### src/rtl/aes_axi_pkg.sv
// Shared definitions for the AXI4 burst master that drives the AES256 core's
// AXI4 slave: burst/size encodings, response codes, the master FSM state
// type and a response classification helper.
package aes_axi_pkg;

  localparam logic [1:0] BURST_INCR  = 2'b01;
  localparam logic [2:0] SIZE_4B     = 3'b010;

  localparam logic [1:0] RESP_OKAY   = 2'b00;
  localparam logic [1:0] RESP_EXOKAY = 2'b01;
  localparam logic [1:0] RESP_SLVERR = 2'b10;
  localparam logic [1:0] RESP_DECERR = 2'b11;

  typedef enum logic [2:0] {
    S_IDLE  = 3'd0,
    S_WADDR = 3'd1,
    S_WDATA = 3'd2,
    S_WRESP = 3'd3,
    S_RADDR = 3'd4,
    S_RDATA = 3'd5
  } state_e;

  // SLVERR and DECERR both have bit 1 set; OKAY and EXOKAY do not.
  function automatic logic resp_is_err(input logic [1:0] resp);
    return resp[1];
  endfunction

endpackage

### src/rtl/aes_axi4_burst_master.sv
// AXI4 full-protocol burst master.
// Accepts one command at a time (write/read, start address, beats-1) and runs
// an INCR burst of 32-bit beats: AW -> W -> B for writes, AR -> R for reads.
// Write data is streamed in on wr_valid/wr_ready/wr_data, read data is
// streamed out on rd_valid/rd_ready/rd_data/rd_last. A one-cycle done pulse,
// with done_err, reports completion in the first IDLE cycle after the burst.
//
// Ports:
//   m00_axi_aclk / m00_axi_areset  clock, synchronous active-high reset
//   cmd_valid/cmd_ready, cmd_write, cmd_addr, cmd_len   command port
//   wr_valid/wr_ready, wr_data                          write-data stream in
//   rd_valid/rd_ready, rd_data, rd_last                 read-data stream out
//   done, done_err                                      completion status
//   m00_axi_aw*, m00_axi_w*, m00_axi_b*, m00_axi_ar*, m00_axi_r*   AXI4 master
//   dbg_state_o                                         current FSM state
//
// Handshake rule for every valid/ready pair: a transfer happens on the rising
// edge where both are high; a source never drops valid or changes payload
// before that edge, and ready may depend combinationally on valid.
module aes_axi4_burst_master
  import aes_axi_pkg::*;
#(
  parameter int              ADDR_W = 6,
  parameter int              DATA_W = 32,
  parameter int              ID_W   = 2,
  parameter logic [ID_W-1:0] ID_VAL = {ID_W{1'b1}}
) (
  input  logic                  m00_axi_aclk,
  input  logic                  m00_axi_areset,
  // command port
  input  logic                  cmd_valid,
  output logic                  cmd_ready,
  input  logic                  cmd_write,
  input  logic [ADDR_W-1:0]     cmd_addr,
  input  logic [7:0]            cmd_len,
  // write-data stream
  input  logic                  wr_valid,
  output logic                  wr_ready,
  input  logic [DATA_W-1:0]     wr_data,
  // read-data stream
  output logic                  rd_valid,
  input  logic                  rd_ready,
  output logic [DATA_W-1:0]     rd_data,
  output logic                  rd_last,
  // completion
  output logic                  done,
  output logic                  done_err,
  // AW channel
  output logic [ADDR_W-1:0]     m00_axi_awaddr,
  output logic [7:0]            m00_axi_awlen,
  output logic [2:0]            m00_axi_awsize,
  output logic [1:0]            m00_axi_awburst,
  output logic [ID_W-1:0]       m00_axi_awid,
  output logic                  m00_axi_awvalid,
  input  logic                  m00_axi_awready,
  // W channel
  output logic [DATA_W-1:0]     m00_axi_wdata,
  output logic [DATA_W/8-1:0]   m00_axi_wstrb,
  output logic                  m00_axi_wlast,
  output logic                  m00_axi_wvalid,
  input  logic                  m00_axi_wready,
  // B channel
  input  logic [1:0]            m00_axi_bresp,
  input  logic                  m00_axi_bvalid,
  output logic                  m00_axi_bready,
  // AR channel
  output logic [ADDR_W-1:0]     m00_axi_araddr,
  output logic [7:0]            m00_axi_arlen,
  output logic [2:0]            m00_axi_arsize,
  output logic [1:0]            m00_axi_arburst,
  output logic                  m00_axi_arvalid,
  input  logic                  m00_axi_arready,
  // R channel
  input  logic [DATA_W-1:0]     m00_axi_rdata,
  input  logic [1:0]            m00_axi_rresp,
  input  logic                  m00_axi_rlast,
  input  logic                  m00_axi_rvalid,
  output logic                  m00_axi_rready,
  // debug
  output logic [2:0]            dbg_state_o
);

  state_e            state_q, state_d;
  logic [ADDR_W-1:0] addr_q, addr_d;
  logic [7:0]        len_q, len_d;
  logic [7:0]        cnt_q, cnt_d;
  logic              err_q, err_d;
  logic              done_q, done_d;
  logic              done_err_q, done_err_d;
  logic              rd_err;

  // ---------------------------------------------------------------------------
  // State register
  // ---------------------------------------------------------------------------
  always_ff @(posedge m00_axi_aclk) begin
    if (m00_axi_areset) begin
      state_q    <= S_IDLE;
      addr_q     <= '0;
      len_q      <= '0;
      cnt_q      <= '0;
      err_q      <= 1'b0;
      done_q     <= 1'b0;
      done_err_q <= 1'b0;
    end else begin
      state_q    <= state_d;
      addr_q     <= addr_d;
      len_q      <= len_d;
      cnt_q      <= cnt_d;
      err_q      <= err_d;
      done_q     <= done_d;
      done_err_q <= done_err_d;
    end
  end

  // ---------------------------------------------------------------------------
  // Next-state logic (including the inline beat counter and error flag)
  // ---------------------------------------------------------------------------
  always_comb begin
    state_d    = state_q;
    addr_d     = addr_q;
    len_d      = len_q;
    cnt_d      = cnt_q;
    err_d      = err_q;
    done_d     = 1'b0;
    done_err_d = 1'b0;
    rd_err     = err_q;

    case (state_q)
      S_IDLE: begin
        if (cmd_valid) begin
          addr_d  = cmd_addr;
          len_d   = cmd_len;
          cnt_d   = '0;
          err_d   = 1'b0;
          state_d = cmd_write ? S_WADDR : S_RADDR;
        end
      end

      S_WADDR: begin
        if (m00_axi_awready) state_d = S_WDATA;
      end

      S_WDATA: begin
        if (wr_valid && m00_axi_wready) begin
          cnt_d = cnt_q + 8'd1;
          if (cnt_q == len_q) state_d = S_WRESP;
        end
      end

      S_WRESP: begin
        if (m00_axi_bvalid) begin
          done_d     = 1'b1;
          done_err_d = resp_is_err(m00_axi_bresp);
          state_d    = S_IDLE;
        end
      end

      S_RADDR: begin
        if (m00_axi_arready) state_d = S_RDATA;
      end

      S_RDATA: begin
        if (m00_axi_rvalid && rd_ready) begin
          cnt_d  = cnt_q + 8'd1;
          rd_err = err_q | resp_is_err(m00_axi_rresp);
          if (m00_axi_rlast) begin
            // rlast must coincide with the beat numbered len.
            if (cnt_q != len_q) rd_err = 1'b1;
            done_d     = 1'b1;
            done_err_d = rd_err;
            state_d    = S_IDLE;
          end else if (cnt_q == len_q) begin
            // Slave overran the requested length: flag it but keep draining
            // beats until it finally signals rlast.
            rd_err = 1'b1;
          end
          err_d = rd_err;
        end
      end

      default: state_d = S_IDLE;
    endcase
  end

  // ---------------------------------------------------------------------------
  // Output decode
  // ---------------------------------------------------------------------------
  always_comb begin
    cmd_ready       = 1'b0;
    m00_axi_awvalid = 1'b0;
    m00_axi_wvalid  = 1'b0;
    m00_axi_wlast   = 1'b0;
    wr_ready        = 1'b0;
    m00_axi_bready  = 1'b0;
    m00_axi_arvalid = 1'b0;
    m00_axi_rready  = 1'b0;
    rd_valid        = 1'b0;
    rd_last         = 1'b0;

    case (state_q)
      S_IDLE:  cmd_ready = ~m00_axi_areset;
      S_WADDR: m00_axi_awvalid = 1'b1;
      S_WDATA: begin
        m00_axi_wvalid = wr_valid;
        wr_ready       = m00_axi_wready;
        m00_axi_wlast  = (cnt_q == len_q);
      end
      S_WRESP: m00_axi_bready = 1'b1;
      S_RADDR: m00_axi_arvalid = 1'b1;
      S_RDATA: begin
        rd_valid       = m00_axi_rvalid;
        m00_axi_rready = rd_ready;
        rd_last        = m00_axi_rlast;
      end
      default: ;
    endcase
  end

  // Address-channel payloads come from the latched command and stay stable
  // for the whole burst.
  assign m00_axi_awaddr  = addr_q;
  assign m00_axi_awlen   = len_q;
  assign m00_axi_awsize  = SIZE_4B;
  assign m00_axi_awburst = BURST_INCR;
  assign m00_axi_awid    = ID_VAL;

  assign m00_axi_araddr  = addr_q;
  assign m00_axi_arlen   = len_q;
  assign m00_axi_arsize  = SIZE_4B;
  assign m00_axi_arburst = BURST_INCR;

  assign m00_axi_wdata   = wr_data;
  assign m00_axi_wstrb   = '1;
  assign rd_data         = m00_axi_rdata;

  assign done            = done_q;
  assign done_err        = done_err_q;
  assign dbg_state_o     = state_q;

endmodule

### config.mk
export PLATFORM = sky130hd
export DESIGN_NAME = aes_axi4_burst_master
export DESIGN_NICKNAME = d
export VERILOG_FILES = /design/src/rtl/aes_axi_pkg.sv /design/src/rtl/aes_axi4_burst_master.sv
export SDC_FILE = /design/constraint.sdc
export NUM_CORES = 1
export LEC_CHECK = 0
export CAP_MARGIN = 30
export CORE_MARGIN = 1.5
export CORE_UTILIZATION = 25
export CTS_CLUSTER_DIAMETER = 200
export DETAILED_ROUTE_END_ITERATION = 10
export DONT_BUFFER_PORTS = 1
export GPL_ROUTABILITY_DRIVEN = 0
export PLACE_DENSITY = 0.49
export REMOVE_ABC_BUFFERS = 1
export SLEW_MARGIN = 20
export SYNTH_ARGS = -nofsm -noshare
export SYNTH_HDL_FRONTEND = slang
export SYNTH_SLANG_ARGS = --single-unit
### constraint.sdc
create_clock -name m00_axi_aclk -period 1.8 [get_ports m00_axi_aclk]
set_input_delay 0.36 -clock m00_axi_aclk [delete_from_list [all_inputs] [get_ports m00_axi_aclk]]
set_output_delay 0.36 -clock m00_axi_aclk [all_outputs]
set_load 0.01 [all_outputs]
* Word level (Yosys, flattened, before mapping)
Index checks and enable logic that the tools add are counted.
Word-level totals: flip-flop bits (word level) 28, latch bits 0, RAM bits 0, ROM bits 0, input port bits 94, output and inout port bits 123, word-level logic and storage cells 72, memories kept 0
Cells by class: $add $sub $neg 1, multipliers 0, divide/modulo/power cells 0, magnitude comparators 0, equal/unequal tests 15, shift-type cells 0, muxes and demuxes 38, bitwise gates (word level) 2, reduce and logical (&&, ||, !) cells 9
Operators with widths (number):
- $mux 3 | 9
- $mux 8 | 3
- $pmux 8 s3 | 1
- $mux 1 | 21
- $pmux 3 s6 | 1
- $ne 2x2->1 const B | 8
- $add 8x1->8 const B | 1
- $eq 8x8->1 | 1
- $ne 8x8->1 | 1
- $reduce_and 8->1 | 1
- $eq 3x2->1 const B | 2
- $eq 3x3->1 const B | 2
- $pmux 1 s2 | 3
- $reduce_and 4->1 | 1
- $eq 3x1->1 const B | 1
- $logic_not 3->1 | 1
- $reduce_and 3->1 | 1
- $reduce_bool 3->1 | 1
- $logic_and 1x1->1 | 2
- $reduce_and 2->1 | 1
- $reduce_bool 2->1 | 1
- $not 1->1 | 1
- $or 1x1->1 | 1

* Depth between registers and ports, before layout
Gate-level depths: netlist of the first run.
depth in word-level cells 5, mapped depth 7, mapped depth without buffers 6

* Worst setup path after synthesis of the first run
OpenSTA, ideal clock, no wires.
path kind register to register, from register state_q[0] (netlist: dbg_state_o[0]), to register cnt_q[5], setup time 0.070 ns, data arrival time 1.640 ns, data required time 1.730 ns, setup slack 0.089 ns, cell stages (with the launch flop) 8, path buffers 2, clock period less this slack 1.711 ns, path through dfxtp_1 -> and3b_1 -> buf_4 -> a21o_4 -> o21ai_2 -> buf_6 -> or4b_1 -> a21oi_1
On the way: longest elaborated chain between the ends 3, elaborated cells on any way between the ends 9, those cells by class eq/ne (5); mux (1); reduce/logical (3)
RTL lines:
- from (decl) | line aes_axi4_burst_master.sv:83 | state_e state_q, state_d;
- from (signal assigned) | line aes_axi4_burst_master.sv:105 | state_q <= state_d;
- $eq 3x3->1 (tied with other cells) | line aes_axi4_burst_master.sv:128 | case (state_q)
- $ne 2x2->1 (no source line) / $reduce_bool 3->1 (equally long branches)
- $reduce_and 4->1 (no source line)
- to (signal assigned) | line aes_axi4_burst_master.sv:108 | cnt_q <= cnt_d;
- to (decl) | line aes_axi4_burst_master.sv:86 | logic [7:0] cnt_q, cnt_d;
Several ways; a longest one is shown, not always the timed one. A chain may end at the register's enable or synchronous reset.

* Final worst setup path of the first run
from register cnt_q[1], to output port m00_axi_wlast
On the way: longest elaborated chain between the ends 2
RTL lines:
- $eq 8x8->1 | line aes_axi4_burst_master.sv:206 | m00_axi_wlast = (cnt_q == len_q);
- $mux 1 | line aes_axi4_burst_master.sv:200 | case (state_q)
- to (decl) | line aes_axi4_burst_master.sv:59 | output logic m00_axi_wlast,
Every way passes these cells.

==> results of run 1 <==
[placed cells by master (no fill, tap or decap), types with 2 or more instances in the layout]
master and n:
nand4_1 2, or4_1 2, nand3_1 6, dfxtp_2 6, nor3_1 7, a21oi_1 24, nor2_1 7, xnor2_1 9
conb_1 16, o221a_1 2, dfxtp_1 22, mux2i_1 2, and2_1 6, xor2_1 2, o211ai_1 3, nand2_1 37
clkbuf_8 3, nor2b_1 2, o21ai_0 3, o21ai_1 2, buf_4 21
[critical path, delay by kind of cell, from the launching register on]
kind	cells	cell delay, ns
AND/OR/NAND/NOR	3	0.61
flip-flops	1	0.39
XOR/XNOR	1	0.12
[power groups by stage]
stage | combinational [uW] | clock [uW] | sequential (uW)
after floorplan | 625 | 0 | 953
after global placement | 1140 | 0 | 848
after detailed placement | 1150 | 0 | 851
after CTS | 1170 | 527 | 837
after global routing | 1300 | 553 | 857
final | 1180 | 506 | 838
[through the flow]
step	std cells	util [%]	area [um2]
after floorplan	188	-	1470
after global placement	314	21.09	1759
after detailed placement	314	21.09	1759
after CTS	318	22.01	1836
after global routing	318	22.16	1848
final	318	22.16	1848
[cell usage after synthesis (all sizes together), types with 3 or more instances]
master	number	share of area, %
buf	100	34
nand2	37	6.4
dfxtp	28	26
a21oi	24	5.5
xnor2	9	3.6
and2	8	2.3
nor2	8	1.4
nor3	7	1.6
clkbuf	6	1.0
nand3	6	1.4
o21ai	6	1.5
nor2b	3	0.86
o211ai	3	1.0
[final cells by class]
class / count / area (um2) / share of cell area (%)
tap: 105 / 131.4 / 7.109
inverter: 1 / 3.754 / 0.2031
sequential: 28 / 568.0 / 30.74
clock inverter: 1 / 30.03 / 1.625
clock buffer: 3 / 41.29 / 2.234
timing repair buffer: 21 / 157.7 / 8.531
multi-input combinational: 159 / 915.9 / 49.56
[registers in the layout (all words and copies together), names as in the netlist]
signal,count
cnt_q,8
dbg_state_o,3
done,1
m00_axi_arlen,8
err_q,1
done_err,1
m00_axi_araddr,6
[routing by layer]
metal	vias to the layer above	global-route usage, %
met3	2	24.73
met2	192	31.24
met1	660	16.32
met4	0	1.932
li1	686	-
met5	-	4.167
[final timing paths]
check	start	end	slack, ns	cells past startpoint
max	cnt_q[1]	m00_axi_wlast	0.03	4
min reg2reg	err_q	err_q	0.47	2
max reg2reg	dbg_state_o[2]	cnt_q[6]	0.12	6
min	m00_axi_areset	m00_axi_araddr[0]	0.13	1
[kinds of logic after synthesis]
group | share of synthesized area (%)
XOR/XNOR | 4.413
AND/OR/NAND/NOR | 19.49
multiplexers | 0.9169
adder cells (fa/ha/maj) | 0.5730
AO/OA/AOI/OAI | 13.35
flip-flops | 25.67
buffers and inverters | 35.24
other | 0.3440
[what timing repair did]
action                                  in CTS  in global routing
buffers inserted                             0                  0
resized for setup                            3                  8
pin swaps                                    0                  1
hold buffers                                 0                  0
endpoints found under the setup margin       1                  7
==> run metrics, run 1 <==
min Tclk post-route=approximately 1.8 ns; pre-CTS WS=0.1093 ns; Die Y=~96 um; power density over the cells=roughly 1400 nW/um2; outcome=finished clean; synth-to-layout area growth=-15.36%; CTS buffer count=3; fmax=0.5656 GHz; Final Skew=0.004109 ns; Post-Route M1 WL=around 2.7 mm; worst hold slack=approximately 0.13 ns; yosys warns=0; clock network power share=about a fifth; number of synthesized flops with an enable pin=0; DRC=0; internal power=approximately 1500 uW; synthesized flop and latch total=28; IR drop worst, VDD=between 0.4 and 0.5 mV; Detailed Routing Iterations Pass 1=5; Yosys cell types=46; chip width=96.45 um; H-Tree Depth=1; Slowest-stage cell, CP=dfxtp_2; final worst slack=0.03192 ns; HPWL after DPL=8.299 mm; Synth Cell Area=~2200 um2; Via-to-Cell Ratio=~4.8; total routed wirelength=approximately 9.5 mm; Setup Total Neg Slack=0 ns; unrepaired setup endpoints after global routing=yes; Final ANT Viol Nets=0; sequential power share=around a third; Clock Pin Slew Worst Setup and Hold Paths=~0.10 ns; CP Max Fanout=5; total grt overflow=0; Final Hold Vio Count=0; Fillers=925; ys async rst share=0%; post-synthesis instance total=280; Starting Density=about a quarter; Final Max Tran Viols=0; highest routed layer=met4; row cnt=33; DIE AREA=around 9300 um2; IO buf count=0; max-cap violations=0; Worst-Margin Slew=0.5063 ns; CTS root buf=clkbuf_8; vias post-DR=around 1500; Post-synth top flop=dfxtp_1; met3 wire length=~2.7 mm; final setup fails=0; crit path DAT=approximately 1.4 ns; Leak Pwr=0.0006834 uW; Psw=between 1000 and 1500 uW; CTS Buffer Depth=2; crit end category=output pin; clk_lat worst skew=between 0.2 and 0.3 ns; initial antenna violation count=0; switch share=40.48%; vias in the first global route=between 1000 and 1500; largest net degree at the start of global routing=27; first-pass GRT wire length=roughly 12 mm; Nets=slightly above 300; core footprint=around 8300 um2; sequential share of the synthesized area=25.67%; Synth Area per Inst=between 7 and 8 um2; initial DRC count=between 60 and 70; worst endpoint required time=1.44 ns; TritonCTS clock tree=built; share of cells above drive strength 1=around 19%; all-layer global routing usage=about a fifth; HP Class=in2reg; CP startpoint kind=flop; met2 wire len=between 4 and 5 mm; Logic pwr share=46.7%; Slew headroom=about two thirds; PnR Total Power=2520 uW; antenna cell count=0; crit-path cells=xnor2_1, nand4_1, nor2_2, and2_1; # clock sinks=28; Tcrit/Tclk final=between 90% and 100%; Critical Path Max Stage Delay=roughly 0.39 ns; Setup CP Type=reg2out; IO Pins=~220; wire per inst=approximately 30 um
Power figures use the tool's default switching activity.
==> inputs of run 2 (changes only) <==
- CORE_MARGIN: 1.5 -> 2
==> run 2 against run 1 <==
Net effect: count of clock-buffer cells in the layout is the same; total power is 2.3% higher; non-clock buffer count up 1; register-to-register slack is essentially flat; clock power grew 3%; global-route usage decreased by 0.31 points; combinational power is 4% higher; routed wire length increased by 2.7%; cell count up 1.3%; critical path type unchanged; largest cell class unchanged.
==> run metrics, run 2 (same netlist as run 1, synthesis figures left out) <==
outcome=finished clean (unchanged); vias post-DR=1512 (was 1540); CP Max Fanout=6 (was 5); total routed wirelength=9.795 mm (was 9.542 mm); power density over the cells=1374 nW/um2 (was 1364 nW/um2); row cnt=34 (was 33); share of cells above drive strength 1=22.43% (was 19.25%); antenna cell count=0 (unchanged); Final Skew=0.002625 ns (was 0.004109 ns); wire per inst=30.42 um (was 30.01 um); final worst slack=0.06790 ns (was 0.03192 ns); Slowest-stage cell, CP=dfxtp_4 (was dfxtp_2); cts hold-fix bufs=0 (unchanged); final setup fails=0 (unchanged); core footprint=8593 um2 (was 8341 um2); CTS buffer count=3 (unchanged); max-cap violations=0 (unchanged); # clock sinks=28 (unchanged); HP Class=in2reg (unchanged); commonest non-fill, non-tap cells in the layout=37 x nand2_1, 23 x a21oi_1, 22 x buf_4, 18 x dfxtp_1, 16 x conb_1 (was 37 x nand2_1, 24 x a21oi_1, 22 x dfxtp_1, 21 x buf_4, 16 x conb_1); crit end category=output pin (unchanged); largest net degree at the start of global routing=27 (unchanged); IO Pins=217 (unchanged); vias in the first global route=1396 (was 1374); Post-Place Cell Area=1763 um2 (was 1759 um2); commonest non-fill, non-tap cell in the layout=nand2_1 (unchanged); Final Instance Count excl. Fillers=322 (was 318); CTS root buf=clkbuf_8 (unchanged); crit path DAT=1.37 ns (was 1.41 ns); CTS Buffer Depth=2 (unchanged); Detailed Routing Iterations Pass 1=4 (was 5); Starting Density=25.41% (was 26.18%); DRC=0 (unchanged); min Tclk post-route=1.732 ns (was 1.768 ns); Leak Pwr=0.0006938 uW (was 0.0006834 uW); Setup CP Type=reg2out (unchanged); H-Tree Depth=1 (unchanged); Final Max Tran Viols=0 (unchanged); worst hold slack=0.1264 ns (was 0.1323 ns); TritonCTS clock tree=built (unchanged); Nets=310 (was 309); Final ANT Viol Nets=0 (unchanged); clk_lat worst skew=0.28 ns (about the same); Setup Total Neg Slack=0 ns (unchanged); Critical Path Max Stage Delay=0.38 ns (was 0.39 ns); DIE AREA=9497 um2 (was 9303 um2); Tcrit/Tclk final=96.23% (was 98.23%); CP Buf/Inv Count=0 (unchanged); synth-to-layout area growth=-14.04% (was -15.36%); Via-to-Cell Ratio=4.696 (was 4.843); first-pass GRT wire length=12.63 mm (was 11.86 mm); initial DRC count=62 (was 68); Fillers=991 (was 925); total grt overflow=0 (unchanged); Die Y=97.45 um (was 96.45 um); worst endpoint required time=1.44 ns (about the same); placed cell count=317 (was 314); Final Hold Vio Count=0 (unchanged); HPWL after DPL=8.475 mm (was 8.299 mm); pre-CTS WS=0.1415 ns (was 0.1093 ns); fmax=0.5773 GHz (was 0.5656 GHz); unrepaired setup endpoints after global routing=yes (unchanged); chip width=97.45 um (was 96.45 um); initial antenna violation count=0 (unchanged); CP startpoint kind=flop (unchanged); IO buf count=0 (unchanged); Top delay family on crit path=simple AND/OR/NAND/NOR gates (unchanged); Clock Pin Slew Worst Setup and Hold Paths=0.10 ns (about the same); crit-path cells=xnor2_1, nand4_1, nor2_2, and2_4 (was xnor2_1, nand4_1, nor2_2, and2_1); IR drop worst, VDD=0.4902 mV (was 0.4783 mV); post-route cell area=1877 um2 (was 1848 um2); all-layer global routing usage=19.68% (was 19.99%)
run 2: changes by cell type in the layout (fill, tap and decap cells not counted):
cell and change:
dfxtp_1 -4, and2_1 -2, and2_4 +2, dfxtp_2 +2, dfxtp_4 +2, a21oi_1 -1
a21oi_2 +1, and3b_1 +1, and3b_2 -1, buf_4 +1
run 2: final cells by class:
cell class,count,area [um2],area share [%]
Multi-Input combinational cell,159,923.4,49.20
Clock buffer,3,41.29,2.200
Sequential cell,28,578.1,30.80
Inverter,1,3.754,0.2000
Tap cell,108,135.1,7.200
Clock inverter,1,30.03,1.600
Timing Repair Buffer,22,165.2,8.800
run 2: routing by layer:
layer | wire length (um) | share of wire (%) | track usage (%)
met1 | 2741 | 28 | 17.20
met2 | 4070 | 42 | 28.54
met3 | 2846 | 29 | 26.33
met4 | 78 | 0.80 | 0.9615
met5 | 58 | 0.59 | 4.396
run 2: where the power goes:
group / switching, uW / internal, uW / leakage [uW] / total [uW]
clock: 221 / 298 / 0.0000357 / 519
sequential: 117 / 716 / 0.000234 / 833
combinational: 708 / 520 / 0.000425 / 1230
run 2: per-stage QoR:
stage / total power (uW) / util [%]
global placement: 2004 / 20.52
detailed placement: 2020 / 20.52
floorplan: 1577 / -
global route: 2746 / 21.84
CTS: 2545 / 21.39
finish: 2580 / 21.84
run 2: worst paths after layout:
kind	from	cells after the start	slack [ns]	end
max	cnt_q[0]	4	0.07	m00_axi_wlast
min	m00_axi_areset	1	0.13	m00_axi_araddr[0]
max reg2reg	dbg_state_o[2]	6	0.12	cnt_q[6]
min reg2reg	err_q	2	0.47	err_q
run 2: timing repair:
item | in CTS | in global routing
buffers inserted | 0 | 1
pin swaps | 0 | 2
setup endpoints to repair | 1 | 11
resized for setup | 2 | 17
==> inputs of run 3 (changes only) <==
- CTS_CLUSTER_DIAMETER: 200 -> 80
==> results of run 3 <==
No change in the layout: final DEF, timing and power equal those of run 2.
